[src/rtl/adder_pkg.sv]
// Shared constants and types for the adder sink: AXIS field widths, default
// node address and the sink FSM state encoding.
package adder_pkg;

   localparam int DATAW = 128;
   localparam int DESTW = 4;
   localparam int IDW   = 32;
   localparam int STRBW = 8;
   localparam int KEEPW = 8;
   localparam int USERW = 66;

   localparam logic [DESTW-1:0] NODE_ADDR_DEFAULT = 4'b0011;

   typedef enum logic [1:0] {
      IDLE,
      ACCUM,
      RESULT
   } adderState_t;

endpackage

[src/rtl/adder_acc_dp.sv]
// Accumulator datapath: running sum, saturating beat counter and, when
// ADDER_SINK_OVERFLOW_EN is defined, a sticky carry-out flag.
module adder_acc_dp #(
   parameter int DATAW = 128,
   parameter int CNTW  = 16
) (
   input  logic             clk,
   input  logic             rst,
   input  logic             load_i,
   input  logic             add_i,
   input  logic             clear_i,
   input  logic [DATAW-1:0] data_i,
   output logic [DATAW-1:0] acc_o,
   output logic [CNTW-1:0]  beats_o,
   output logic             overflow_o
);

   logic [DATAW-1:0] acc_q, acc_d;
   logic [CNTW-1:0]  beats_q, beats_d;
   logic [DATAW:0]   sum;

   assign sum = {1'b0, acc_q} + {1'b0, data_i};

   always_comb begin
      acc_d   = acc_q;
      beats_d = beats_q;
      if (clear_i) begin
         acc_d   = '0;
         beats_d = '0;
      end else if (load_i) begin
         acc_d   = data_i;
         beats_d = CNTW'(1);
      end else if (add_i) begin
         acc_d = sum[DATAW-1:0];
         // Counter sticks at all-ones rather than wrapping back to zero.
         if (beats_q != '1) begin
            beats_d = beats_q + 1'b1;
         end
      end
   end

   always_ff @(posedge clk or negedge rst) begin
      if (!rst) begin
         acc_q   <= '0;
         beats_q <= '0;
      end else begin
         acc_q   <= acc_d;
         beats_q <= beats_d;
      end
   end

   assign acc_o   = acc_q;
   assign beats_o = beats_q;

`ifdef ADDER_SINK_OVERFLOW_EN
   logic overflow_q, overflow_d;

   always_comb begin
      overflow_d = overflow_q;
      if (clear_i || load_i) begin
         overflow_d = 1'b0;
      end else if (add_i) begin
         overflow_d = overflow_q | sum[DATAW];
      end
   end

   always_ff @(posedge clk or negedge rst) begin
      if (!rst) begin
         overflow_q <= 1'b0;
      end else begin
         overflow_q <= overflow_d;
      end
   end

   assign overflow_o = overflow_q;
`else
   logic unusedCarry;
   assign unusedCarry = sum[DATAW];
   assign overflow_o  = 1'b0;
`endif

endmodule

[src/rtl/adder_sink.sv]
// NoC stream sink that sums the operands of each transaction addressed to this
// node and presents the total on a valid/ready response port.
// Optional overflow reporting is enabled with ADDER_SINK_OVERFLOW_EN.
module adder_sink
   import adder_pkg::*;
#(
   parameter int               DATAW     = adder_pkg::DATAW,
   parameter logic [DESTW-1:0] NODE_ADDR = NODE_ADDR_DEFAULT,
   parameter int               CNTW      = 16
) (
   input  logic             clk,
   input  logic             rst,
   input  logic             axis_adder_interface_tvalid,
   output logic             axis_adder_interface_tready,
   input  logic             axis_adder_interface_tlast,
   input  logic [DESTW-1:0] axis_adder_interface_tdest,
   input  logic [IDW-1:0]   axis_adder_interface_tid,
   input  logic [STRBW-1:0] axis_adder_interface_tstrb,
   input  logic [KEEPW-1:0] axis_adder_interface_tkeep,
   input  logic [USERW-1:0] axis_adder_interface_tuser,
   input  logic [DATAW-1:0] axis_adder_interface_tdata,
   output logic             response_valid,
   input  logic             response_ready,
   output logic [DATAW-1:0] response_data,
   output logic [CNTW-1:0]  response_beats,
   output logic             response_overflow
);

   adderState_t state_q, state_d;
   logic        tready_q;
   logic        beatMatch;
   logic        load, add, clear;
   logic [DATAW-1:0] acc;
   logic [CNTW-1:0]  beats;
   logic             overflow;

   logic unusedSideband;
   assign unusedSideband = ^{axis_adder_interface_tid, axis_adder_interface_tstrb,
                             axis_adder_interface_tkeep, axis_adder_interface_tuser};

   // Off-address beats are still accepted (tready) but never reach the datapath.
   assign beatMatch = axis_adder_interface_tvalid && tready_q &&
                      (axis_adder_interface_tdest == NODE_ADDR);

   always_comb begin
      state_d = state_q;
      load    = 1'b0;
      add     = 1'b0;
      clear   = 1'b0;
      unique case (state_q)
         IDLE: begin
            if (beatMatch) begin
               load    = 1'b1;
               state_d = axis_adder_interface_tlast ? RESULT : ACCUM;
            end
         end
         ACCUM: begin
            if (beatMatch) begin
               add = 1'b1;
               if (axis_adder_interface_tlast) begin
                  state_d = RESULT;
               end
            end
         end
         RESULT: begin
            if (response_ready) begin
               clear   = 1'b1;
               state_d = IDLE;
            end
         end
         default: state_d = IDLE;
      endcase
   end

   // tready is registered so it stays low in reset and rises on the first edge after.
   always_ff @(posedge clk or negedge rst) begin
      if (!rst) begin
         state_q  <= IDLE;
         tready_q <= 1'b0;
      end else begin
         state_q  <= state_d;
         tready_q <= (state_d != RESULT);
      end
   end

   adder_acc_dp #(
      .DATAW (DATAW),
      .CNTW  (CNTW)
   ) u_acc_dp (
      .clk        (clk),
      .rst        (rst),
      .load_i     (load),
      .add_i      (add),
      .clear_i    (clear),
      .data_i     (axis_adder_interface_tdata),
      .acc_o      (acc),
      .beats_o    (beats),
      .overflow_o (overflow)
   );

   assign axis_adder_interface_tready = tready_q;
   assign response_valid    = (state_q == RESULT);
   assign response_data     = response_valid ? acc : '0;
   assign response_beats    = response_valid ? beats : '0;
   assign response_overflow = response_valid & overflow;

endmodule

[config.mk]
export PLATFORM = sky130hd
export DESIGN_NAME = adder_sink
export DESIGN_NICKNAME = d
export VERILOG_FILES = /design/src/rtl/adder_pkg.sv /design/src/rtl/adder_acc_dp.sv /design/src/rtl/adder_sink.sv
export SDC_FILE = /design/constraint.sdc
export NUM_CORES = 1
export LEC_CHECK = 0
export CAP_MARGIN = 5
export CORE_MARGIN = 5
export CORE_UTILIZATION = 30
export CTS_CLUSTER_DIAMETER = 120
export DETAILED_ROUTE_END_ITERATION = 10
export HOLD_SLACK_MARGIN = 0.15
export PLACE_DENSITY_LB_ADDON = 0.12
export SKIP_LAST_GASP = 1
export SLEW_MARGIN = 20
export SYNTH_ARGS = -nofsm -noshare
export SYNTH_HDL_FRONTEND = slang
export SYNTH_SLANG_ARGS = --single-unit
[constraint.sdc]
create_clock -name clk -period 3.38 [get_ports clk]
set_input_delay 0.676 -clock clk [delete_from_list [all_inputs] [get_ports clk]]
set_output_delay 0.676 -clock clk [all_outputs]
set_load 0.02 [all_outputs]
# ---- Word-level counts from Yosys, hierarchy flattened
# Cells that the tools add are included.
dict set report classes {
  n_mux 20
  n_eq_ne 5
  n_addsub 2
  reduce_logical 6
}
# cell count
set ops {}
lappend ops {{128-bit two-way mux} 4}
lappend ops {{128-bit adder} 1}
lappend ops {{16-bit two-way mux} 5}
lappend ops {{16-bit by 1-bit adder with 16-bit output, second input constant} 1}
lappend ops {{16-bit != test, second input constant} 1}
lappend ops {{2-bit two-way mux} 5}
lappend ops {{2-bit one-hot mux with 3 select lines} 1}
lappend ops {{3-bit nonzero test} 2}
lappend ops {{1-bit two-way mux} 5}
lappend ops {{4-bit by 2-bit == test with 1-bit output, second input constant} 1}
lappend ops {{2-bit by 1-bit == test with 1-bit output, second input constant} 1}
lappend ops {{2-bit == test, second input constant} 1}
lappend ops {{1-bit logical AND} 2}
lappend ops {{2-bit logical NOT} 1}
lappend ops {{2-bit != test, second input constant} 1}
lappend ops {{2-bit AND reduction} 1}
dict set report word_totals {
  out_inout_bits 147
  ff_bits 147
  wordCells 37
  input_bits 251
}

# ---- Depth between registers and ports, before layout
# Gate-level depths: netlist (run 1).
dict set report depth {
  word_depth 7
  ltp_mapped 14
  ltp_nobuf 13
}

# ---- Hierarchy
# A second synthesis (run 1) with hierarchy kept.
dict set report hier_totals {
  hier_cells 2155
  hier_area_um2 16071.7
}
# mod cells_each seq_area_each_um2 area_per_inst_um2 instances
set modules_own_cells {}
lappend modules_own_cells {adder_acc_dp 1978 3603.5 14899.3 1}
lappend modules_own_cells {adder_sink 177 75.1 1172.4 1}

# ---- Worst setup path before layout (run 1)
# Ideal clock, no wire load.
dict set report synth_timing {
  path_type {input to register}
  startpoint {input port axis_adder_interface_tdata[0]}
  endpoint {register u_acc_dp.acc_q[118], in the netlist u_acc_dp.acc_o[118]}
  slack_ns 0.063
  path_buffers 0
  t_required_ns 3.260
  cell_stages 13
  arrival_ns 3.197
  setup_time_ns 0.120
  cell_sequence {ha_1 fa_1 a21o_1 a31o_2 a21oi_2 nor3_1 o31ai_2 a311oi_2 o21ai_1 a21boi_2 o211ai_1 nand3_1 a31o_1}
}
dict set report synth_via {
  elab_chain_len 4
}
# element line_no
set synth_lines {}
lappend synth_lines {{start, declared} adder_sink.sv:21} ;# input logic [DATAW-1:0] axis_adder_interface_tdata,
lappend synth_lines {{128-bit adder} adder_acc_dp.sv:22} ;# assign sum = {1'b0, acc_q} + {1'b0, data_i};
lappend synth_lines {{128-bit two-way mux} adder_acc_dp.sv:33} ;# end else if (add_i) begin
lappend synth_lines {{128-bit two-way mux} adder_acc_dp.sv:30} ;# end else if (load_i) begin
lappend synth_lines {{128-bit two-way mux} adder_acc_dp.sv:27} ;# if (clear_i) begin
lappend synth_lines {{end signal, assigned} adder_acc_dp.sv:44} ;# acc_q <= '0;
lappend synth_lines {{end signal, assigned} adder_acc_dp.sv:47} ;# acc_q <= acc_d;
lappend synth_lines {{end, declared} adder_acc_dp.sv:18} ;# logic [DATAW-1:0] acc_q, acc_d;
# No other way between the ends. The select of a mux whose other input is x is not followed.
# A chain may end at the register's enable or synchronous reset.

# ---- Final worst setup path (run 1)
dict set report layout_timing {
  startpoint {register u_acc_dp.acc_q[0], in the netlist u_acc_dp.acc_o[0]}
  endpoint {register u_acc_dp.acc_q[126], in the netlist u_acc_dp.acc_o[126]}
}
dict set report layout_via {
  elab_chain_len 4
}
# element line_no
set layout_lines {}
lappend layout_lines {{128-bit adder} adder_acc_dp.sv:22}
lappend layout_lines {{128-bit two-way mux} adder_acc_dp.sv:33}
lappend layout_lines {{128-bit two-way mux} adder_acc_dp.sv:30}
lappend layout_lines {{128-bit two-way mux} adder_acc_dp.sv:27}
# No other way between the ends. The select of a mux whose other input is x is not followed.

==> run summary, run 1 <==
The run finished, with violations left. The checks that failed: negative setup slack. After detailed routing, the number of remaining DRC violations is 0.

Headroom to the max-slew limit came out at 40.1%. Number of vias per cell after detailed routing: 5.21. The maximum number of buffers from clock root to sink was 2. The detailed-route via count was 18900.

Sum of net half-perimeters after detailed placement: 55.9 mm. The share of cells above drive strength 1 is 30.2%, and the summed area of non-filler cells in the final layout is 26300 um2. The die is 243 um wide. The worst-margin pin slew is 895 ps, and the worst setup timing slack at the placement stage is -1080 ps. The run gives 85 as the placement row count. The slowest stage of the critical path belongs to the cell sky130_fd_sc_hd__dfrtp_1. TritonCTS built the clock tree. Pin placement for this block handled 398 I/O pins.

Entering global routing, the biggest net connects 129 pins. A synthesized cell averages 7.68 um2. The run gives -30 ps as the worst-case register-to-register setup slack. The final hold violation count came out at 0.

After synthesis, the cell types taking the most area are sky130_fd_sc_hd__dfrtp_1 (23%), sky130_fd_sc_hd__ha_1 (9.8%), sky130_fd_sc_hd__o21ai_0 (6.6%). For this run, global-route usage on met2 was measured as 38.4%. The run gives 22.6% as the sequential element share of the synthesized area. Yosys mapped a number of flops with a built-in enable equal to 0. The proportion of register bits with asynchronous set or reset after synthesis is 100%, and the maximum operating frequency is 293 MHz. The number of search-and-repair iterations in the first detailed-routing pass was 5; the area of placed instances was 24000 um2.

In the synthesized netlist the dominant register cell turns out to be sky130_fd_sc_hd__dfrtp_1. The worst setup path is launched from a flip-flop. The largest single stage delay on the critical path is 390 ps.

The cell at the root of the clock tree was sky130_fd_sc_hd__clkbuf_16. The number of port buffers was 282. For the wire length of the first global-routing pass, the log shows 110 mm. The area used by multi-input combinational logic came out at 13300 um2. The top cell type by area accounts for 22.6% of the synthesized area.

The peak fanout along the critical path was 4. The most common library cell in the layout ignoring fill and taps is sky130_fd_sc_hd__buf_4. The synthesized netlist contains 95 unique library cells. Summing every instance area after synthesis gives 16300 um2. The leakage dissipation came out at 12.0 nW. The tools report the number of global-route vias before repair as 19400. sky130_fd_sc_hd__dfrtp_1 takes more of the synthesized area than any other cell. Traced cell by cell, the critical path runs through ha_2 > fa_2 > a21o_1 > a31o_4 > a21oi_4 > nor3_4 > o31ai_4 > a311oi_4 > o21ai_2 > a21boi_2 > buf_4 > o2111ai_4 > mux2i_1 > nand2_1. STA puts the critical path data required time at 3750 ps. The die covers 59000 um2.

For the count of placed standard cells including taps, the log shows 3573. In the final design database the tool counted 3302 nets. The setup path with the least slack is of type reg2reg. In the layout the commonest cells are sky130_fd_sc_hd__buf_4 (611), sky130_fd_sc_hd__clkdlybuf4s50_1 (228), sky130_fd_sc_hd__nand2_1 (217).

Busiest layer in global routing: met2. Clock latency on the worst-skew pair, taken at its later pin, is 500 ps. The total area inside the core boundary comes to 53800 um2. Across the VDD grid, the largest voltage drop is 0.000468 V. Clock tree synthesis inserted a total of 17 buffers. Subtracting the final worst setup slack from the clock period gives 3410 ps. Setup repair after global routing could not meet its margin everywhere.

For met3 alone, demand over resource in global routing was 3.87%. The total overflow left after global routing is 0. The number of pins exceeding their max-slew limit in the final report is 0, and the setup slack of the critical path after layout is -33.9 ps. The min-delay analysis places its worst path in the category reg2reg. The clock input transition at the sequential cells of the worst setup and hold paths was 70 ps. The congestion estimate from routability-driven global placement came to 0.916.

The share of the cycle needed by the critical path after routing was 101%; the final worst clock skew was 19.4 ps. Once layout is complete, the cells apart from fillers number 3635. The final setup violation count is 1. Detail-routed net length per standard cell: 19.3 um. Synthesis inferred 147 register bits. CTS built an H-tree with a depth of 4. The global routing usage on met1 is 31.0%, and the number of antenna violations at the first check in global routing is 4.

Global routing used 23.1% of the available tracks. The count of nets left with antenna violations once routing finished came out at 0. The first-iteration detailed-routing DRC count is 865.

For the total area of sequential cells, the log shows 3680 um2. The logs give 0 for the max-capacitance violation count and 147 for the sink count of the clock tree. The arrival time of data at the critical path endpoint was 3790 ps.

Capturing element type of the critical path: a flip-flop. Yosys printed 0 warnings. The height of the die is 243 um. Compared with the post-synthesis result, the final layout area differs by 61.4%. When the netlist entered floorplanning its net count stood at 2500. Power spread over the standard cell area amounts to 740 nW/um2. The logs give 5234 for the final-layout fill cell count and 30.2% for the initial core utilization. The logs give 2120 for the number of instances in the synthesized netlist and 70.2 mm for the detailed-route wire length.
## layer usage
metal	share of wire, %	up-vias
met3	4.3	76
met5	0.019	-
li1	-	9334
met1	47	9110
met2	47	424
met4	2.2	2
## layout make-up
| cell class | instances | area share (%) |
|---|---|---|
| diodes | 4 | 0.0381 |
| multi-input cells | 1807 | 50.6 |
| flip-flops and latches | 147 | 14.0 |
| inverters | 44 | 0.648 |
| well taps | 696 | 3.32 |
| clock inverters | 13 | 0.657 |
| repair buffers | 905 | 29.0 |
| clock buffers | 19 | 1.72 |
## cell usage after synthesis, types with 19 or more instances
cell type / instances
sky130_fd_sc_hd__buf_2: 22
sky130_fd_sc_hd__xnor2_1: 66
sky130_fd_sc_hd__a21o_1: 81
sky130_fd_sc_hd__o21a_1: 19
sky130_fd_sc_hd__a21oi_1: 193
sky130_fd_sc_hd__ha_1: 128
sky130_fd_sc_hd__nor3_1: 36
sky130_fd_sc_hd__nor2_1: 146
sky130_fd_sc_hd__clkbuf_1: 87
sky130_fd_sc_hd__nand4_1: 65
sky130_fd_sc_hd__a22oi_1: 65
sky130_fd_sc_hd__and2_1: 149
sky130_fd_sc_hd__o21ai_0: 215
sky130_fd_sc_hd__o21ai_1: 23
sky130_fd_sc_hd__o21bai_1: 42
sky130_fd_sc_hd__nand2_1: 222
sky130_fd_sc_hd__dfrtp_1: 147
sky130_fd_sc_hd__inv_1: 43
sky130_fd_sc_hd__and3_1: 22
sky130_fd_sc_hd__mux2i_1: 53
sky130_fd_sc_hd__xor2_1: 50
sky130_fd_sc_hd__nand3_1: 22
## metrics by stage
step	util [%]	power, mW	hold WS [ps]	TNS, ps
global route	48.8	20.9	547	-282
CTS	47.3	18.8	510	-55.0
global placement	44.6	15.9	481	-65520
detailed placement	44.6	15.9	498	-69100
floorplan	-	9.70	380	0
finish	48.8	19.4	508	-33.9
## timing repair
item | in CTS | in global routing
hold buffers | 1 | 0
pin swaps | 67 | 87
endpoints found under the setup margin | 147 | 110
setup buffers | 10 | 17
hold endpoints to repair | 6 | 0
gates resized for setup | 148 | 140
## flip-flops by register name, summed over array words and instances (netlist names)
signal,count
axis_adder_interface_tready,1
state_q,2
u_acc_dp.acc_o,128
u_acc_dp.beats_o,16
## report_power, final
part | internal [mW] | switching, mW
registers | 2.39 | 0.644
clock network | 1.21 | 0.949
logic | 7.17 | 7.07
total | 10.8 | 8.66
## cell families after synthesis
kind of cell	Yosys count	share of synthesized area, %
adder cells (fa/ha/maj)	129	9.96
XOR/XNOR	116	6.24
buffers and inverters	166	4.23
multiplexers	54	3.35
AO/OA/AOI/OAI	771	30.9
other	1	0.0230
flip-flops	147	22.6
AND/OR/NAND/NOR	736	22.6
## final timing paths
| path | startpoint | to | depth (start not counted) |
|---|---|---|---|
| worst max register to register | u_acc_dp.acc_o[0] | u_acc_dp.acc_o[126] | 14 |
| worst min-delay path | u_acc_dp.beats_o[6] | u_acc_dp.beats_o[6] | 1 |
| max in group asynchronous | rst | u_acc_dp.acc_o[68] | 3 |
| min in group asynchronous | rst | u_acc_dp.beats_o[10] | 2 |
| worst max-delay path | u_acc_dp.acc_o[0] | u_acc_dp.acc_o[126] | 14 |
| worst min register to register | u_acc_dp.beats_o[6] | u_acc_dp.beats_o[6] | 1 |
## critical path, delay by kind of cell, from the launching register on
family	cells	cell delay (ps)
multiplexers	1	210
AND/OR/NAND/NOR	2	160
flip-flops	1	390
adder cells (fa/ha/maj)	2	570
AO/OA/AOI/OAI	8	1800
buffers and inverters	1	150
No activity file was read; power rests on OpenSTA's default activity.
==> run 2: changes to the inputs <==
Settings changed: DONT_BUFFER_PORTS set to 1.
==> run summary, run 2 (synthesized netlist as in run 1, its figures left out) <==
In this run the critical register-to-register path is launched from u_acc_dp.acc_o[7]. The headroom to the max-slew limit came out at 36.6%. After the flow finishes, the layout carries non-filler instances totaling 3192. For the final hold violation count, the log shows 147.

TritonCTS built the clock tree. Summing all multi-input logic gate instances after layout gives 12800 um2. Of the total power, the share spent switching nets is 45.6%.

Setup violations remaining at the end of the flow were counted as 0. The completed layout was analyzed and its total power is 17.8 mW. In the layout the commonest cells are sky130_fd_sc_hd__buf_4 (448), sky130_fd_sc_hd__nand2_1 (217), sky130_fd_sc_hd__o21ai_0 (195). The final layout contains routed wiring with a total length of 66.9 mm. For this block, the initial DRC count from the detailed router was 896. The internal power of the cells totals 9.69 mW. Input and output buffers added on the ports amount to 0. The run gives 0 ps as the final setup TNS. The run gives 8.13 mW as the switching power.

The number of vias per cell after detailed routing works out to 5.42. Setup repair after global routing could not meet its margin everywhere. The global routing usage on met1 is 30.1%. Clock period minus worst slack: 3370 ps. Based on the critical path, the design can be clocked at up to 297 MHz.

The area growth from synthesis to layout is 33.4%. Entering global routing, the biggest net connects 148 pins. The final reports fail on negative hold slack.

For the number of global-route vias before repair, the log shows 17500. The nature of the critical path startpoint was a flip-flop. The busiest layer in global routing was met2. The clock input transition at the sequential cells of the worst setup and hold paths was 70 ps. The critical path in this run is classified as reg2reg.

IR analysis of the VDD net gives a maximum drop of 0.000393 V. For this run the aggregate overflow at the end of global routing stands at 0. The run gives 0 as the number of pins exceeding their max-slew limit in the final report. Setup slack of the critical path after layout: 13.7 ps.

STA classifies the critical path endpoint as a flip-flop. The run gives 13.4 ps as the final worst clock skew. The run gives 5578 as the final-layout fill cell count. In the final routed layout, each cell accounts on average for 20.9 um. Registers are responsible for 16.5% of the overall power. The total die area was 59000 um2; the share of the cycle needed by the critical path after routing was 99.6%. For the pin with the worst max-slew slack, the measured transition is 947 ps. The placement row count is 85, and the required time of the critical path is 3810 ps. Summed over all nets, the half-perimeter wirelength after detailed placement is 52.2 mm. The worst register-to-register path ends at u_acc_dp.acc_o[127].

The first global-routing pass estimated 103 mm of wire. The net count of the finished layout is 2862. For this configuration, the core starts out at a cell density of 30.2%. The tree is rooted in a sky130_fd_sc_hd__clkbuf_16. The count of antenna-violating nets left after detailed routing was 0. The tools report the minimum hold slack as -114 ps.

The number of antenna violations at the first check in global routing was 1. The run finished, with violations left. The run gives 71.5% as the combinational power share.

For this design the static power due to leakage is 9.97 nW. The clock net in this run drives a total of 147 sinks. In the global route stage, met3 resource usage came out at 4.36%. At the end of routability-driven placement, the weighted congestion stood at 0.875. The pre-antenna-repair detailed-routing pass consisted of 5 iterations.

The worst setup timing slack at the placement stage is -533 ps, and the overall routing resource usage is 22.0%. In this run the number of H-tree levels came out at 4. Number of cell instances on the worst register-to-register path: 14.

The most common library cell in the layout ignoring fill and taps was sky130_fd_sc_hd__buf_4. In this run the worst path has a maximum fanout of 4. From bottom edge to top edge, the die measures 243 um. The share of cells above drive strength 1 came out at 26.9%.

Data arrives at the worst endpoint at 3790 ps. Buffers inserted during clock tree synthesis total 17. Global routing consumed, on the met2 layer, 35.5% of the routing resources. The count of placed standard cells including taps is 3138, and the die extent in x is 243 um. Area of the core: 53800 um2. The run gives 0 as the detailed-route DRC error count. Detailed routing inserted a total of 17300 vias. For flop-to-flop paths, the worst setup slack is 10 ps.

398 I/O pins were placed. The flip-flop count of the largest register after layout is 128. Across the run, the number of max-cap violations was 0. The run gives 490 ps as the insertion delay to the later sink of the worst-skew pair. The path class of the lowest-slack min-delay path is in2async. For this design the ratio of total power to cell area is 821 nW/um2.

The tools report the clock share of power as 12.0%. The maximum number of buffers from clock root to sink was 2; the total area of sequential cells was 3680 um2.
-- run 2: changes by cell type in the layout (fill, tap and decap cells not counted), moves of 3 or more --
cell	change
sky130_fd_sc_hd__buf_4	-163
sky130_fd_sc_hd__a21oi_1	+15
sky130_fd_sc_hd__buf_6	+7
sky130_fd_sc_hd__ha_4	-31
sky130_fd_sc_hd__a21oi_2	-13
sky130_fd_sc_hd__o21ai_2	-3
sky130_fd_sc_hd__dlymetal6s2s_1	-24
sky130_fd_sc_hd__clkdlybuf4s50_1	-228
sky130_fd_sc_hd__o21ai_0	+5
sky130_fd_sc_hd__ha_1	+30
sky130_fd_sc_hd__nor2_1	+3
sky130_fd_sc_hd__dlygate4sd2_1	-28
-- run 2: through the flow --
| stage | hold slack (ps) | area (um2) | util, % |
|---|---|---|---|
| 3_5_place_dp | 393 | 20000 | 37.2 |
| 4_1_cts | -163 | 21000 | 39.0 |
| 2_1_floorplan | 380 | 16300 | - |
| 6_report | -114 | 21700 | 40.3 |
| 5_1_grt | -160 | 21700 | 40.3 |
| 3_3_place_gp | 391 | 20000 | 37.2 |
-- run 2: timing repair --
item                                    4_1_cts  5_1_grt
hold endpoints to repair                    147      147
buffers inserted                              8       17
pin swaps                                    26       75
endpoints found under the setup margin       53       64
gates resized for setup                      53      125
-- run 2: worst max-delay path by stage --
stage	start	cells past startpoint	to	slack [ps]
after floorplan	axis_adder_interface_tdata[0]	13	u_acc_dp.acc_o[118]	60
after global placement	axis_adder_interface_tdata[46]	15	u_acc_dp.acc_o[127]	-510
after detailed placement	axis_adder_interface_tdata[4]	15	u_acc_dp.acc_o[127]	-530
after CTS	u_acc_dp.acc_o[4]	15	u_acc_dp.acc_o[127]	-50
after global routing	u_acc_dp.acc_o[6]	14	u_acc_dp.acc_o[127]	-140
final	u_acc_dp.acc_o[7]	14	u_acc_dp.acc_o[127]	10
-- run 2: routing by layer --
metal | up-vias | wire length (um)
li1 | 8454 | -
met1 | 8392 | 31800
met2 | 375 | 30600
met3 | 76 | 2980
met4 | 0 | 1550
met5 | - | 0
-- run 2: cell type report --
| class | count | area share (%) |
|---|---|---|
| Inverter | 44 | 0.772 |
| Multi-Input combinational cell | 1807 | 58.8 |
| Antenna cell | 2 | 0.0230 |
| Sequential cell | 147 | 17.0 |
| Timing Repair Buffer | 465 | 16.5 |
| Clock inverter | 11 | 0.703 |
| Clock buffer | 20 | 2.15 |
| Tap cell | 696 | 4.01 |
-- run 2: worst max-delay path: stages, from the launching register on --
cell and delay, ps:
sky130_fd_sc_hd__dfrtp_1 410, sky130_fd_sc_hd__ha_4 300, sky130_fd_sc_hd__nand4_1 180, sky130_fd_sc_hd__o21bai_2 220, sky130_fd_sc_hd__a211oi_4 70, sky130_fd_sc_hd__buf_4 160
sky130_fd_sc_hd__buf_6 110, sky130_fd_sc_hd__o31ai_4 340, sky130_fd_sc_hd__a21oi_4 120, sky130_fd_sc_hd__o31ai_4 350, sky130_fd_sc_hd__a21oi_4 160, sky130_fd_sc_hd__o31ai_4 290
sky130_fd_sc_hd__a41oi_2 200, sky130_fd_sc_hd__a211o_1 320, sky130_fd_sc_hd__nand3_1 70
-- run 2: power groups by stage --
stage / registers [mW] / logic (mW) / clock network, mW
final: 2.93 / 12.7 / 2.14
after floorplan: 2.76 / 6.95 / 0
after global placement: 2.91 / 11.8 / 0
after detailed placement: 2.93 / 11.8 / 0
after CTS: 2.90 / 12.1 / 2.22
after global routing: 3.03 / 13.9 / 2.28
